<file path="src/rtl/dcache_flush_sequencer_pkg.sv">
// Shared DCache flush-walk types: set/way index typedefs and the flush sequencer phase encoding.
// Default geometry here sets the top-level parameter defaults of dcache_flush_sequencer.
package dcache_flush_sequencer_pkg;

  localparam int unsigned DCacheSetNum = 64;
  localparam int unsigned DCacheWayNum = 2;

  // Way index is at least one bit wide so direct-mapped caches still get a real port.
  function automatic int unsigned way_bits(int unsigned way_num);
    return (way_num > 1) ? $clog2(way_num) : 1;
  endfunction

  localparam int unsigned DCacheIndexBitWidth = $clog2(DCacheSetNum);
  localparam int unsigned DCacheWayBitWidth   = way_bits(DCacheWayNum);

  typedef logic [DCacheIndexBitWidth-1:0] dcache_index_t;
  typedef logic [DCacheWayBitWidth-1:0]   dcache_way_t;

  typedef enum logic [2:0] {
    StIdle,
    StRead,
    StCheck,
    StWriteback,
    StInvalidate,
    StDone,
    StWaitRelease
  } dcache_flush_seq_phase_e;

endpackage

</file>
<file path="src/rtl/dcache_flush_line_counter.sv">
// Set/way walk counter: way is the fast-moving digit, index the slow one.
// Reusable by any controller that visits every cache line in order.
module dcache_flush_line_counter
  import dcache_flush_sequencer_pkg::*;
#(
  parameter int unsigned SetNum        = DCacheSetNum,
  parameter int unsigned WayNum        = DCacheWayNum,
  parameter int unsigned IndexBitWidth = $clog2(SetNum),
  parameter int unsigned WayBitWidth   = way_bits(WayNum)
) (
  input  logic                     clk_i,
  input  logic                     rst_i,
  input  logic                     clr_i,
  input  logic                     inc_i,
  output logic [IndexBitWidth-1:0] index_o,
  output logic [WayBitWidth-1:0]   way_o,
  output logic                     last_line_o
);

  localparam logic [IndexBitWidth-1:0] LastIndex = IndexBitWidth'(SetNum - 1);
  localparam logic [WayBitWidth-1:0]   LastWay   = WayBitWidth'(WayNum - 1);

  logic [IndexBitWidth-1:0] index_q, index_d;
  logic [WayBitWidth-1:0]   way_q, way_d;
  logic                     last_way;

  assign last_way = (way_q == LastWay);

  // Wrapping from the last line back to {0,0} falls out of natural index overflow.
  always_comb begin
    index_d = index_q;
    way_d   = way_q;
    if (clr_i) begin
      index_d = '0;
      way_d   = '0;
    end else if (inc_i) begin
      if (last_way) begin
        way_d   = '0;
        index_d = index_q + IndexBitWidth'(1);
      end else begin
        way_d = way_q + WayBitWidth'(1);
      end
    end
  end

  always_ff @(posedge clk_i) begin
    if (rst_i) begin
      index_q <= '0;
      way_q   <= '0;
    end else begin
      index_q <= index_d;
      way_q   <= way_d;
    end
  end

  assign index_o     = index_q;
  assign way_o       = way_q;
  assign last_line_o = last_way && (index_q == LastIndex);

endmodule

</file>
<file path="src/rtl/dcache_flush_sequencer.sv">
// Whole-DCache flush: walks every set/way, writes back valid+dirty lines, invalidates each line,
// pulses completion and holds busy until released. Optional RSD_DCACHE_FLUSH_DIRTY_COUNT_EN.
module dcache_flush_sequencer
  import dcache_flush_sequencer_pkg::*;
#(
  parameter int unsigned SetNum        = DCacheSetNum,
  parameter int unsigned WayNum        = DCacheWayNum,
  parameter int unsigned IndexBitWidth = $clog2(SetNum),
  parameter int unsigned WayBitWidth   = way_bits(WayNum)
) (
  input  logic                     clk_i,
  input  logic                     rst_i,
  input  logic                     flush_req_i,
  output logic                     flush_req_ack_o,
  output logic                     flush_complete_o,
  input  logic                     flush_release_i,
  output logic                     busy_o,
  output logic                     array_read_en_o,
  output logic                     array_write_en_o,
  output logic [IndexBitWidth-1:0] array_index_o,
  output logic [WayBitWidth-1:0]   array_way_o,
  input  logic                     array_valid_i,
  input  logic                     array_dirty_i,
  output logic                     wb_req_o,
  input  logic                     wb_ack_i
`ifdef RSD_DCACHE_FLUSH_DIRTY_COUNT_EN
  ,
  output logic [IndexBitWidth+WayBitWidth:0] dirty_count_o
`endif
);

  dcache_flush_seq_phase_e state_q, state_d;

  logic accept;
  logic last_line;

  assign accept = (state_q == StIdle) && flush_req_i;

  dcache_flush_line_counter #(
    .SetNum        (SetNum),
    .WayNum        (WayNum),
    .IndexBitWidth (IndexBitWidth),
    .WayBitWidth   (WayBitWidth)
  ) u_line_counter (
    .clk_i       (clk_i),
    .rst_i       (rst_i),
    .clr_i       (accept),
    .inc_i       (state_q == StInvalidate),
    .index_o     (array_index_o),
    .way_o       (array_way_o),
    .last_line_o (last_line)
  );

  always_ff @(posedge clk_i) begin
    if (rst_i) begin
      state_q <= StIdle;
    end else begin
      state_q <= state_d;
    end
  end

  always_comb begin
    state_d = state_q;
    unique case (state_q)
      StIdle:        if (flush_req_i) state_d = StRead;
      StRead:        state_d = StCheck;
      StCheck:       state_d = (array_valid_i && array_dirty_i) ? StWriteback : StInvalidate;
      StWriteback:   if (wb_ack_i) state_d = StInvalidate;
      StInvalidate:  state_d = last_line ? StDone : StRead;
      StDone:        state_d = StWaitRelease;
      StWaitRelease: if (flush_release_i) state_d = StIdle;
      default:       state_d = StIdle;
    endcase
  end

  // wb_req is masked by reset so an unacked request is withdrawn in the reset cycle itself.
  always_comb begin
    flush_req_ack_o  = 1'b0;
    flush_complete_o = 1'b0;
    busy_o           = 1'b1;
    array_read_en_o  = 1'b0;
    array_write_en_o = 1'b0;
    wb_req_o         = 1'b0;
    unique case (state_q)
      StIdle: begin
        flush_req_ack_o = 1'b1;
        busy_o          = 1'b0;
      end
      StRead:       array_read_en_o  = 1'b1;
      StWriteback:  wb_req_o         = !rst_i;
      StInvalidate: array_write_en_o = 1'b1;
      StDone:       flush_complete_o = 1'b1;
      default: ;
    endcase
  end

`ifdef RSD_DCACHE_FLUSH_DIRTY_COUNT_EN
  localparam int unsigned CountWidth = IndexBitWidth + WayBitWidth + 1;

  logic [CountWidth-1:0] dirty_count_q, dirty_count_d;

  always_comb begin
    dirty_count_d = dirty_count_q;
    if (accept) begin
      dirty_count_d = '0;
    end else if ((state_q == StWriteback) && wb_ack_i) begin
      dirty_count_d = dirty_count_q + CountWidth'(1);
    end
  end

  always_ff @(posedge clk_i) begin
    if (rst_i) begin
      dirty_count_q <= '0;
    end else begin
      dirty_count_q <= dirty_count_d;
    end
  end

  assign dirty_count_o = dirty_count_q;
`endif

endmodule

</file>
<file path="config.mk">
export PLATFORM = sky130hd
export DESIGN_NAME = dcache_flush_sequencer
export DESIGN_NICKNAME = d
export VERILOG_FILES = /design/src/rtl/dcache_flush_sequencer_pkg.sv /design/src/rtl/dcache_flush_line_counter.sv /design/src/rtl/dcache_flush_sequencer.sv
export SDC_FILE = /design/constraint.sdc
export NUM_CORES = 1
export LEC_CHECK = 0
export CORE_MARGIN = 8
export CORE_UTILIZATION = 38
export CTS_CLUSTER_DIAMETER = 50
export DETAILED_ROUTE_END_ITERATION = 8
export PLACE_DENSITY = 0.7
export SKIP_LAST_GASP = 1
export SLEW_MARGIN = 0
export SYNTH_ARGS = -nofsm -noshare
export SYNTH_HDL_FRONTEND = slang
export SYNTH_SLANG_ARGS = --single-unit
</file>
<file path="constraint.sdc">
create_clock -name clk_i -period 1.25 [get_ports clk_i]
set_input_delay 0.3125 -clock clk_i [delete_from_list [all_inputs] [get_ports clk_i]]
set_output_delay 0.3125 -clock clk_i [all_outputs]
set_load 0.01 [all_outputs]
</file>
==> results of run 1 <==
## cells by family after synthesis
group           share of synthesized area
compound gates                      0.146
buf+inv                            0.0618
fa+ha+maj                          0.0221
xor+xnor                           0.0927
flops                               0.353
mux                                0.0177
simple gates                        0.307
## registers in the layout (all words and copies together), names as in the netlist
| signal | cells |
|---|---|
| u_line_counter.index_o | 6 |
| state_q | 3 |
| u_line_counter.way_o | 1 |
## path summary, 6_finish.rpt
path | from | end | depth (start not counted)
worst min-delay path | rst_i | state_q[0] | 3
worst max-delay path | state_q[1] | array_write_en_o | 3
worst min register to register | u_line_counter.index_o[4] | u_line_counter.index_o[4] | 2
worst max register to register | state_q[0] | state_q[2] | 6
## through the flow
stage / power [uW] / setup WS [ns] / hold WS (ns) / instances
after floorplan: 399 / 0.0312 / 0.382 / 68
after global placement: 486 / -0.581 / 0.547 / 118
after detailed placement: 488 / -0.586 / 0.564 / 118
after CTS: 727 / -0.189 / 0.482 / 128
after global routing: 778 / -0.217 / 0.507 / 129
final: 738 / -0.156 / 0.495 / 129
## power groups by stage
| stage | sequential (uW) | combinational [uW] | clock (uW) |
|---|---|---|---|
| detailed placement | 340 | 149 | 0 |
| finish | 333 | 191 | 213 |
| global placement | 339 | 147 | 0 |
| global route | 334 | 207 | 237 |
| floorplan | 336 | 62.7 | 0 |
| CTS | 332 | 178 | 217 |
## cell type report
class                           instances  share of cell area
Sequential cell                        10               0.196
Multi-Input combinational cell         51               0.388
Inverter                                4              0.0163
Tap cell                               16              0.0186
Timing Repair Buffer                   45               0.360
Clock buffer                            3              0.0209
## Yosys cell counts
| master | instances |
|---|---|
| sky130_fd_sc_hd__a21o_1 | 1 |
| sky130_fd_sc_hd__a21oi_1 | 3 |
| sky130_fd_sc_hd__a31o_1 | 1 |
| sky130_fd_sc_hd__a32oi_1 | 1 |
| sky130_fd_sc_hd__and3_1 | 1 |
| sky130_fd_sc_hd__and4bb_1 | 1 |
| sky130_fd_sc_hd__buf_2 | 1 |
| sky130_fd_sc_hd__buf_6 | 1 |
| sky130_fd_sc_hd__clkbuf_1 | 1 |
| sky130_fd_sc_hd__dfxtp_1 | 10 |
| sky130_fd_sc_hd__ha_1 | 1 |
| sky130_fd_sc_hd__inv_1 | 4 |
| sky130_fd_sc_hd__mux2i_1 | 1 |
| sky130_fd_sc_hd__nand2_1 | 7 |
| sky130_fd_sc_hd__nand2b_1 | 1 |
| sky130_fd_sc_hd__nand3b_1 | 1 |
| sky130_fd_sc_hd__nand4_1 | 2 |
| sky130_fd_sc_hd__nand4_4 | 1 |
| sky130_fd_sc_hd__nor2_1 | 11 |
| sky130_fd_sc_hd__nor2b_1 | 1 |
| sky130_fd_sc_hd__nor3_1 | 2 |
| sky130_fd_sc_hd__nor3_2 | 1 |
| sky130_fd_sc_hd__o21ai_0 | 4 |
| sky130_fd_sc_hd__o21bai_1 | 1 |
| sky130_fd_sc_hd__o221ai_2 | 1 |
| sky130_fd_sc_hd__or2_2 | 1 |
| sky130_fd_sc_hd__or2b_1 | 1 |
| sky130_fd_sc_hd__xnor2_1 | 2 |
| sky130_fd_sc_hd__xor2_1 | 4 |
## layer usage
layer / up-vias / track usage / part of all wire
met1: 313 / 0.138 / 0.42
li1: 324 / - / -
met2: 24 / 0.236 / 0.49
met4: 0 / 0.0697 / 0.016
met3: 4 / 0.0272 / 0.065
met5: - / 0 / 0
## tightest hold or removal path, cell delays in order
cell	delay, ns
sky130_fd_sc_hd__dlygate4sd2_1	0.21
sky130_fd_sc_hd__buf_4	0.14
sky130_fd_sc_hd__nor2_1	0.04
## timing repair
item / 4_1_cts / 5_1_grt
setup endpoints to repair: 21 / 18
gates resized for setup: 51 / 18
buffers inserted: 7 / 3
endpoints found under the hold margin: 0 / 0
pin swaps: 7 / 10
==> impl_metrics.xml, run 1 <==
<?xml version="1.0" encoding="UTF-8"?>
<metrics>
  <group name="clock_network">
    <metric name="htree_num_levels" unit="">1</metric>
    <metric name="cts_sinks" unit="">10</metric>
    <metric name="worstSkewPairLatency" unit="ns">0.26</metric>
    <metric name="ctsHoldBuffers" unit="">0</metric>
    <metric name="clockRootBuffer" unit="">sky130_fd_sc_hd__clkbuf_4</metric>
    <metric name="tritoncts" unit="">built</metric>
    <metric name="cts.path.max_buffers" unit="">2</metric>
    <metric name="cts_buffers" unit="">3</metric>
    <metric name="clk_pin_slew" unit="ns">0.06</metric>
  </group>
  <group name="sta">
    <metric name="max_freq" unit="MHz">711</metric>
    <metric name="timing.setup.tns" unit="ns">-1.09</metric>
    <metric name="timing_worst_slew_pin_value" unit="ns">0.277</metric>
    <metric name="clock_skew" unit="ns">0.0120</metric>
    <metric name="final-max-slew-violation-count" unit="">0</metric>
    <metric name="final.setup.worst_slack" unit="ns">-0.156</metric>
    <metric name="finalSetupViolCount" unit="">12</metric>
    <metric name="period_share" unit="">1.12</metric>
    <metric name="final_critical_path_time_including_i_o_delays_and_setup" unit="ns">1.41</metric>
    <metric name="relSlewSlack" unit="">0.813</metric>
    <metric name="hold_viol_final" unit="">0</metric>
    <metric name="unrepaired_setup_endpoints_after_global_routing" unit="">yes</metric>
  </group>
  <group name="critical_path">
    <metric name="critPathArrivalTime" unit="ns">1.09</metric>
    <metric name="critPathCaptureType" unit="">primary output</metric>
    <metric name="critical_path_buf_inv_count" unit="">2</metric>
    <metric name="critical-path-top-delay-family" unit="">flip-flops</metric>
    <metric name="startpoint_type" unit="">flop</metric>
    <metric name="worst_ep_required_time" unit="ns">0.94</metric>
    <metric name="critical-path-max-stage-delay" unit="ns">0.38</metric>
    <metric name="path_cells" unit="">buf_12 &gt; nor3_4 &gt; buf_2</metric>
    <metric name="timing_worst_setup_path_type" unit="">reg -&gt; out</metric>
    <metric name="critPathMaxFanout" unit="">7</metric>
    <metric name="critPathSlowestCell" unit="">sky130_fd_sc_hd__dfxtp_4</metric>
    <metric name="setup.reg_to_reg.worst_slack" unit="ns">-0.07</metric>
  </group>
  <group name="placed_design">
    <metric name="placement.io_buffers" unit="">19</metric>
    <metric name="dpl-instance-area" unit="sq um">897</metric>
    <metric name="post-dp-hpwl" unit="microns">1170</metric>
    <metric name="gp_weighted_congestion" unit="">0.819</metric>
  </group>
  <group name="synthesis">
    <metric name="post-synth-top-area-fraction" unit="">0.353</metric>
    <metric name="flop_and_latch_count_out_of_synthesis" unit="">10</metric>
    <metric name="synthDominantAreaCellType" unit="">sky130_fd_sc_hd__dfxtp_1</metric>
    <metric name="synthesis.yosys.warnings" unit="">0</metric>
    <metric name="postSynthNetCount" unit="">76</metric>
    <metric name="cell_variety_after_synth" unit="">29</metric>
    <metric name="post_synthesis_cell_count" unit="">68</metric>
    <metric name="synth_area" unit="sq um">567</metric>
    <metric name="synth.yosys.seq_area_share" unit="">0.353</metric>
    <metric name="post_synth.cell_area_avg" unit="sq um">8.34</metric>
    <metric name="post_synth_main_area_contributors" unit="">sky130_fd_sc_hd__dfxtp_1 (35%), sky130_fd_sc_hd__nor2_1 (7.3%), sky130_fd_sc_hd__xor2_1 (6.2%)</metric>
  </group>
  <group name="power">
    <metric name="combinationalPowerShare" unit="">0.259</metric>
    <metric name="power.ir.vdd_worst" unit="V">0.000604</metric>
    <metric name="switching_share" unit="">0.263</metric>
    <metric name="power.switching" unit="uW">194</metric>
    <metric name="clock_power_share" unit="">0.289</metric>
    <metric name="pwr-share-seq" unit="">0.451</metric>
    <metric name="power.density_cell_area" unit="nW/um^2">685</metric>
    <metric name="internal_portion_of_total_power" unit="uW">543</metric>
    <metric name="leakagePower" unit="uW">0.000513</metric>
  </group>
  <group name="drt">
    <metric name="drc" unit="">0</metric>
    <metric name="final_antenna_net_count" unit="">0</metric>
    <metric name="drt_pass1_iterations" unit="">4</metric>
    <metric name="detailedRoute.firstIterationViolations" unit="">7</metric>
    <metric name="wl_per_cell" unit="microns">14.5</metric>
    <metric name="vias_per_cell" unit="">5.16</metric>
    <metric name="finalWirelength" unit="microns">1870</metric>
    <metric name="dr_total_vias" unit="">665</metric>
  </group>
  <group name="floorplanning">
    <metric name="floorplan.initialDensity" unit="">0.390</metric>
    <metric name="die_height" unit="microns">54.6</metric>
    <metric name="pin_count" unit="">20</metric>
    <metric name="die_wd" unit="microns">54.6</metric>
    <metric name="fp.dieArea" unit="sq um">2980</metric>
    <metric name="floorplan.rows" unit="">14</metric>
    <metric name="placeableCoreArea" unit="sq um">1450</metric>
  </group>
  <group name="finish">
    <metric name="layout_commonest_cell" unit="">sky130_fd_sc_hd__buf_4</metric>
    <metric name="regArea" unit="sq um">211</metric>
    <metric name="areaGrowthSynthToFinish" unit="%">90.1</metric>
    <metric name="drive_gt1_frac" unit="">0.513</metric>
    <metric name="antenna_cells" unit="">0</metric>
    <metric name="layout_common_cells" unit="">sky130_fd_sc_hd__buf_4 (18), sky130_fd_sc_hd__nor2_1 (8), sky130_fd_sc_hd__buf_6 (7)</metric>
    <metric name="multiInputGateArea" unit="sq um">418</metric>
    <metric name="finalNetCount" unit="">123</metric>
    <metric name="filler_cell_count_in_the_final_layout" unit="">106</metric>
    <metric name="stdcell_area" unit="sq um">1080</metric>
    <metric name="post_layout_utilization_of_the_core" unit="">0.741</metric>
  </group>
  <group name="global_route">
    <metric name="grt_pass1_vias" unit="">736</metric>
    <metric name="grt_use_total" unit="">0.131</metric>
    <metric name="grt_first_pass_wirelength" unit="microns">2990</metric>
    <metric name="grt_antenna_before_repair" unit="">0</metric>
    <metric name="grt_remaining_overflow" unit="">0</metric>
    <metric name="maximum_number_of_pins_on_one_net_before_global_route_repair" unit="">8</metric>
  </group>
  <group name="run_status">
    <metric name="outcome" unit="">finished, violations left</metric>
    <metric name="violations" unit="">setup timing</metric>
  </group>
  <group name="min_path">
    <metric name="min_path_type" unit="">in -&gt; reg</metric>
  </group>
  <group name="flow_run">
    <metric name="maxCapViolCount" unit="">0</metric>
  </group>
</metrics>
Power figures use the tool's default switching activity.
==> run 2: changes to the inputs <==
--- a/config.mk
+++ b/config.mk
@@ -9,7 +9,7 @@
 export CORE_UTILIZATION = 38
 export CTS_CLUSTER_DIAMETER = 50
 export DETAILED_ROUTE_END_ITERATION = 8
-export PLACE_DENSITY = 0.7
+export PLACE_DENSITY = 0.8
 export SKIP_LAST_GASP = 1
 export SLEW_MARGIN = 0
 export SYNTH_ARGS = -nofsm -noshare
==> run 2 against run 1 <==
The flow still finishes with violations (setup timing). Largest power group unchanged. Critical path type is now reg -> reg. Critical path depth rose by 4. Sequential power about the same. Clock skew is 0.012 ns lower. Setup slack got worse by 0.020 ns. Final cell count fell by 0.78%. Design area fell by 3.8%. Highest routed layer is now met3. Core utilization shrank 2.8 points. Global-route usage grew 0.36 points. Sequential share of layout area increased by 0.66 points. Die area is the same.
==> impl_metrics.xml, run 2 (same netlist as run 1, synthesis figures left out) <==
<?xml version="1.0" encoding="UTF-8"?>
<metrics>
  <group name="run_status">
    <metric name="outcome" unit="">finished, violations left</metric>
    <metric name="violations" unit="">setup timing</metric>
  </group>
  <group name="global_route">
    <metric name="grt_antenna_before_repair" unit="">0</metric>
    <metric name="grt_use_total" unit="">0.134</metric>
    <metric name="grt_pass1_vias" unit="">731</metric>
    <metric name="grt_remaining_overflow" unit="">0</metric>
    <metric name="maximum_number_of_pins_on_one_net_before_global_route_repair" unit="">8</metric>
    <metric name="grt_first_pass_wirelength" unit="microns">3000</metric>
  </group>
  <group name="floorplanning">
    <metric name="placeableCoreArea" unit="sq um">1450</metric>
    <metric name="pin_count" unit="">20</metric>
    <metric name="floorplan.rows" unit="">14</metric>
    <metric name="die_wd" unit="microns">54.6</metric>
    <metric name="fp.dieArea" unit="sq um">2980</metric>
    <metric name="die_height" unit="microns">54.6</metric>
    <metric name="floorplan.initialDensity" unit="">0.390</metric>
  </group>
  <group name="sta">
    <metric name="period_share" unit="">1.14</metric>
    <metric name="final.setup.worst_slack" unit="ns">-0.176</metric>
    <metric name="timing_worst_slew_pin_value" unit="ns">0.210</metric>
    <metric name="timing.setup.tns" unit="ns">-1.07</metric>
    <metric name="hold_viol_final" unit="">0</metric>
    <metric name="final_critical_path_time_including_i_o_delays_and_setup" unit="ns">1.43</metric>
    <metric name="finalSetupViolCount" unit="">11</metric>
    <metric name="max_freq" unit="MHz">701</metric>
    <metric name="relSlewSlack" unit="">0.860</metric>
    <metric name="unrepaired_setup_endpoints_after_global_routing" unit="">yes</metric>
    <metric name="final-max-slew-violation-count" unit="">0</metric>
    <metric name="clock_skew" unit="ns">0.000351</metric>
  </group>
  <group name="clock_network">
    <metric name="clk_pin_slew" unit="ns">0.06</metric>
    <metric name="clockRootBuffer" unit="">sky130_fd_sc_hd__clkbuf_4</metric>
    <metric name="tritoncts" unit="">built</metric>
    <metric name="ctsHoldBuffers" unit="">0</metric>
    <metric name="cts_sinks" unit="">10</metric>
    <metric name="htree_num_levels" unit="">1</metric>
    <metric name="cts_buffers" unit="">3</metric>
    <metric name="worstSkewPairLatency" unit="ns">0.26</metric>
    <metric name="cts.path.max_buffers" unit="">2</metric>
  </group>
  <group name="finish">
    <metric name="layout_common_cells" unit="">sky130_fd_sc_hd__buf_4 (17), sky130_fd_sc_hd__nor2_1 (9), sky130_fd_sc_hd__buf_6 (7)</metric>
    <metric name="finalNetCount" unit="">121</metric>
    <metric name="post_layout_utilization_of_the_core" unit="">0.713</metric>
    <metric name="layout_commonest_cell" unit="">sky130_fd_sc_hd__buf_4</metric>
    <metric name="largest_reg_flops" unit="">6</metric>
    <metric name="antenna_cells" unit="">0</metric>
    <metric name="areaGrowthSynthToFinish" unit="%">82.8</metric>
    <metric name="drive_gt1_frac" unit="">0.491</metric>
  </group>
  <group name="critical_path">
    <metric name="critical-path-max-stage-delay" unit="ns">0.33</metric>
    <metric name="path_cells" unit="">buf_6 &gt; buf_4 &gt; buf_4 &gt; nor2b_1 &gt; o21bai_1 &gt; a32oi_1 &gt; nor2_1</metric>
    <metric name="worstSetupStartpoint" unit="">state_q[0]</metric>
    <metric name="startpoint_type" unit="">flop</metric>
    <metric name="worst_ep_required_time" unit="ns">1.40</metric>
    <metric name="worstSetupEndpoint" unit="">state_q[0]</metric>
    <metric name="timing.rr.end" unit="">state_q[0]</metric>
    <metric name="crit_top_cell" unit="">sky130_fd_sc_hd__buf_4</metric>
    <metric name="setup.reg_to_reg.worst_slack" unit="ns">-0.18</metric>
    <metric name="critPathArrivalTime" unit="ns">1.57</metric>
    <metric name="critPathSlowestCell" unit="">sky130_fd_sc_hd__dfxtp_2</metric>
    <metric name="critPathCaptureType" unit="">flop</metric>
    <metric name="timing_worst_setup_path_type" unit="">reg -&gt; reg</metric>
    <metric name="worstReg2RegStart" unit="">state_q[0]</metric>
    <metric name="critPathMaxFanout" unit="">6</metric>
    <metric name="reg2reg_depth" unit="">7</metric>
  </group>
  <group name="drt">
    <metric name="vias_per_cell" unit="">5.00</metric>
    <metric name="dr_total_vias" unit="">640</metric>
    <metric name="wl_per_cell" unit="microns">14.1</metric>
    <metric name="drt_pass1_iterations" unit="">4</metric>
    <metric name="detailedRoute.firstIterationViolations" unit="">4</metric>
    <metric name="drc" unit="">0</metric>
    <metric name="finalWirelength" unit="microns">1810</metric>
    <metric name="final_antenna_net_count" unit="">0</metric>
  </group>
  <group name="placed_design">
    <metric name="post-dp-hpwl" unit="microns">1190</metric>
    <metric name="placement.io_buffers" unit="">19</metric>
    <metric name="gp_weighted_congestion" unit="">0.837</metric>
  </group>
  <group name="flow_run">
    <metric name="maxCapViolCount" unit="">0</metric>
  </group>
  <group name="power">
    <metric name="power.density_cell_area" unit="nW/um^2">769</metric>
    <metric name="leakagePower" unit="uW">0.000496</metric>
    <metric name="power.ir.vdd_worst" unit="V">0.000638</metric>
  </group>
  <group name="min_path">
    <metric name="min_path_type" unit="">in -&gt; reg</metric>
  </group>
</metrics>
## run 2: cell types whose count changed in the layout (fill, tap and decap cells not counted), sizes merged
cell / before / now
clkbuf: 3 / 6
dlygate4sd2: 5 / 6
buf: 32 / 30
clkdlybuf4s15: 3 / 0
## run 2: routing by layer
layer | GRT usage | vias to the layer above | routed length [microns]
met1 | 0.128 | 300 | 741
met2 | 0.257 | 22 | 937
li1 | - | 318 | -
met5 | 0 | - | 0
met3 | 0.0543 | 0 | 131
met4 | 0.0369 | 0 | 0
## run 2: timing repair
| item | 4_1_cts | 5_1_grt |
|---|---|---|
| gates resized for setup | 52 | 17 |
| endpoints found under the hold margin | 0 | 0 |
| pin swaps | 2 | 10 |
| setup endpoints to repair | 21 | 18 |
| setup buffers | 7 | 2 |
## run 2: layout make-up
cell class | count | area (sq um)
fill | 116 | 418
multi-input combinational | 51 | 398
timing repair buffer | 43 | 349
sequential | 10 | 210
clock buffer | 4 | 36.3
inverter | 4 | 22.5
tap | 16 | 20.0
## run 2: power breakdown
| group | internal, uW | switching, uW | leakage, uW |
|---|---|---|---|
| clock network | 177 | 108 | 0.0000210 |
| logic | 97.4 | 81.8 | 0.000392 |
| registers | 323 | 10.0 | 0.0000833 |
## run 2: metrics by stage
| step | power [uW] | instance area (sq um) | std cells | hold WS (ns) | setup WS [ns] |
|---|---|---|---|---|---|
| 2_1_floorplan | 399 | 572 | 68 | 0.382 | 0.0312 |
| 3_3_place_gp | 477 | 890 | 117 | 0.545 | -0.574 |
| 3_5_place_dp | 479 | 890 | 117 | 0.555 | -0.616 |
| 4_1_cts | 795 | 1000 | 128 | 0.464 | -0.212 |
| 5_1_grt | 839 | 1040 | 128 | 0.499 | -0.224 |
| 6_report | 797 | 1040 | 128 | 0.488 | -0.176 |
## run 2: how the worst min path moves through the flow
stage                               from                        end  slack [ns]  cells after the start
3_5_place_dp   u_line_counter.index_o[4]  u_line_counter.index_o[4]        0.56                      2
4_1_cts                            rst_i                 state_q[1]        0.46                      3
6_report                           rst_i                 state_q[1]        0.49                      3
5_1_grt                            rst_i                 state_q[1]        0.50                      3
2_1_floorplan                      rst_i                 state_q[1]        0.38                      1
3_3_place_gp   u_line_counter.index_o[4]  u_line_counter.index_o[4]        0.54                      2
## run 2: worst max-delay path: cells and delay by family, from the launching register on
kind / cells / cell delay [ns]
flip-flops: 1 / 0.33
buffers and inverters: 3 / 0.41
AO/OA/AOI/OAI: 2 / 0.38
AND/OR/NAND/NOR: 2 / 0.20
==> run 3: changes to the inputs <==
--- a/config.mk
+++ b/config.mk
@@ -9,7 +9,7 @@
 export CORE_UTILIZATION = 38
 export CTS_CLUSTER_DIAMETER = 50
 export DETAILED_ROUTE_END_ITERATION = 8
-export PLACE_DENSITY = 0.8
+export PLACE_DENSITY_LB_ADDON = 0.05
 export SKIP_LAST_GASP = 1
 export SLEW_MARGIN = 0
 export SYNTH_ARGS = -nofsm -noshare
==> constraint.sdc (replaced) <==
create_clock -name clk_i -period 1.25 [get_ports clk_i]
set_input_delay 0.3125 -clock clk_i [delete_from_list [all_inputs] [get_ports clk_i]]
set_output_delay 0.3125 -clock clk_i [all_outputs]
set_load 0.1 [all_outputs]
==> run 3 against run 2 <==
The run still ends with setup timing left. Sequential cell count stayed put. Die area did not move. Clock skew up 0.0070 ns. Via count rose by 2.3%. Sequential power about the same. Register-to-register slack barely moved. Design area grew 21%. Highest routed layer is now met4.
==> impl_metrics.xml, run 3 (same netlist as run 1, synthesis figures left out) <==
<?xml version="1.0" encoding="UTF-8"?>
<metrics>
  <group name="clock_network">
    <metric name="worstSkewPairLatency" unit="ns">0.27</metric>
    <metric name="clk_pin_slew" unit="ns">0.07</metric>
    <metric name="cts.path.max_buffers" unit="">2</metric>
    <metric name="htree_num_levels" unit="">1</metric>
    <metric name="tritoncts" unit="">built</metric>
    <metric name="clockRootBuffer" unit="">sky130_fd_sc_hd__clkbuf_4</metric>
    <metric name="cts_buffers" unit="">3</metric>
    <metric name="cts_sinks" unit="">10</metric>
  </group>
  <group name="global_route">
    <metric name="grt_antenna_before_repair" unit="">0</metric>
    <metric name="grt_use_total" unit="">0.143</metric>
    <metric name="grt_pass1_vias" unit="">688</metric>
    <metric name="maximum_number_of_pins_on_one_net_before_global_route_repair" unit="">8</metric>
    <metric name="grt_first_pass_wirelength" unit="microns">3100</metric>
    <metric name="grt_remaining_overflow" unit="">0</metric>
  </group>
  <group name="critical_path">
    <metric name="critical_path_buf_inv_count" unit="">2</metric>
    <metric name="startpoint_type" unit="">flop</metric>
    <metric name="critPathArrivalTime" unit="ns">1.21</metric>
    <metric name="critPathCaptureType" unit="">primary output</metric>
    <metric name="worst_ep_required_time" unit="ns">0.94</metric>
    <metric name="critical-path-top-delay-family" unit="">flip-flops</metric>
    <metric name="timing_worst_setup_path_type" unit="">reg -&gt; out</metric>
    <metric name="setup.reg_to_reg.worst_slack" unit="ns">-0.17</metric>
    <metric name="critical-path-max-stage-delay" unit="ns">0.37</metric>
    <metric name="critPathMaxFanout" unit="">5</metric>
    <metric name="critPathSlowestCell" unit="">sky130_fd_sc_hd__dfxtp_4</metric>
    <metric name="path_cells" unit="">buf_6 &gt; nor3_4 &gt; buf_12</metric>
  </group>
  <group name="placed_design">
    <metric name="post-dp-hpwl" unit="microns">1200</metric>
    <metric name="place_inst" unit="">113</metric>
    <metric name="dpl-instance-area" unit="sq um">1050</metric>
    <metric name="gp_weighted_congestion" unit="">0.737</metric>
    <metric name="placement.io_buffers" unit="">19</metric>
  </group>
  <group name="floorplanning">
    <metric name="pin_count" unit="">20</metric>
    <metric name="placeableCoreArea" unit="sq um">1450</metric>
    <metric name="die_height" unit="microns">54.6</metric>
    <metric name="die_wd" unit="microns">54.6</metric>
    <metric name="floorplan.initialDensity" unit="">0.390</metric>
    <metric name="floorplan.rows" unit="">14</metric>
    <metric name="fp.dieArea" unit="sq um">2980</metric>
  </group>
  <group name="drt">
    <metric name="final_antenna_net_count" unit="">0</metric>
    <metric name="detailedRoute.firstIterationViolations" unit="">12</metric>
    <metric name="drc" unit="">0</metric>
    <metric name="drt_pass1_iterations" unit="">4</metric>
    <metric name="wl_per_cell" unit="microns">17.0</metric>
    <metric name="finalWirelength" unit="microns">2140</metric>
    <metric name="vias_per_cell" unit="">5.20</metric>
    <metric name="dr_total_vias" unit="">655</metric>
  </group>
  <group name="finish">
    <metric name="post_layout_utilization_of_the_core" unit="">0.866</metric>
    <metric name="finalNetCount" unit="">119</metric>
    <metric name="layout_common_cells" unit="">sky130_fd_sc_hd__buf_4 (18), sky130_fd_sc_hd__buf_12 (14), sky130_fd_sc_hd__dfxtp_2 (7)</metric>
    <metric name="finish.cell_count_without_fillers" unit="">126</metric>
    <metric name="areaGrowthSynthToFinish" unit="%">122</metric>
    <metric name="layout_commonest_cell" unit="">sky130_fd_sc_hd__buf_4</metric>
    <metric name="drive_gt1_frac" unit="">0.655</metric>
    <metric name="stdcell_area" unit="sq um">1260</metric>
    <metric name="antenna_cells" unit="">0</metric>
    <metric name="largest_reg_flops" unit="">6</metric>
  </group>
  <group name="sta">
    <metric name="relSlewSlack" unit="">0.829</metric>
    <metric name="timing.setup.tns" unit="ns">-1.72</metric>
    <metric name="clock_skew" unit="ns">0.00734</metric>
    <metric name="finalSetupViolCount" unit="">8</metric>
    <metric name="unrepaired_setup_endpoints_after_global_routing" unit="">yes</metric>
    <metric name="timing_worst_slew_pin_value" unit="ns">0.254</metric>
    <metric name="max_freq" unit="MHz">658</metric>
    <metric name="finalHoldWorstSlack" unit="ns">0.518</metric>
    <metric name="final_critical_path_time_including_i_o_delays_and_setup" unit="ns">1.52</metric>
    <metric name="final-max-slew-violation-count" unit="">0</metric>
    <metric name="final.setup.worst_slack" unit="ns">-0.270</metric>
    <metric name="period_share" unit="">1.22</metric>
    <metric name="hold_viol_final" unit="">0</metric>
  </group>
  <group name="flow_run">
    <metric name="maxCapViolCount" unit="">0</metric>
  </group>
  <group name="power">
    <metric name="leakagePower" unit="uW">0.000506</metric>
    <metric name="power.ir.vdd_worst" unit="V">0.000688</metric>
    <metric name="power.density_cell_area" unit="nW/um^2">792</metric>
  </group>
  <group name="min_path">
    <metric name="min_path_type" unit="">in -&gt; reg</metric>
  </group>
  <group name="run_status">
    <metric name="violations" unit="">setup timing</metric>
    <metric name="outcome" unit="">finished, violations left</metric>
  </group>
</metrics>
==> run 3: area by class of cell <==
type	count	area, sq um
clock buffers	4	36.3
fillers	70	195
inverters	4	18.8
multi-input cells	51	455
flip-flops and latches	10	220
well taps	16	20.0
repair buffers	41	508
==> run 3: routing by layer <==
metal	vias up	GRT usage	wire [microns]
li1	318	-	-
met4	0	0.0943	50
met1	300	0.126	733
met3	7	0.0272	106
met5	-	0	0
met2	30	0.283	1250
==> run 3: power by group <==
group	switching [uW]	internal [uW]
clock	117	177
sequential	13.1	322
combinational	201	165
==> run 3: path summary, 6_finish.rpt <==
path / startpoint / end / cells past startpoint
max: state_q[1] / array_write_en_o / 3
min reg2reg: u_line_counter.index_o[5] / u_line_counter.index_o[5] / 2
min: rst_i / state_q[0] / 3
max reg2reg: state_q[0] / state_q[0] / 7
==> run 3: through the flow <==
stage               setup WS, ns  power, uW
floorplan                  -1.05        514
global placement          -0.294        632
detailed placement        -0.307        635
CTS                       -0.275        971
global route              -0.300       1030
finish                    -0.270        996
==> run 3: what timing repair did <==
action | 4_1_cts | 5_1_grt
buffers inserted | 8 | 4
hold buffers | 0 | 0
resized for setup | 20 | 11
setup endpoints to repair | 14 | 13
pin swaps | 5 | 9
hold endpoints to repair | 0 | 0
==> run 3: tightest hold or removal path, stage by stage <==
cell                            delay, ns
sky130_fd_sc_hd__dlygate4sd2_1       0.25
sky130_fd_sc_hd__buf_4               0.15
sky130_fd_sc_hd__nor2_1              0.04
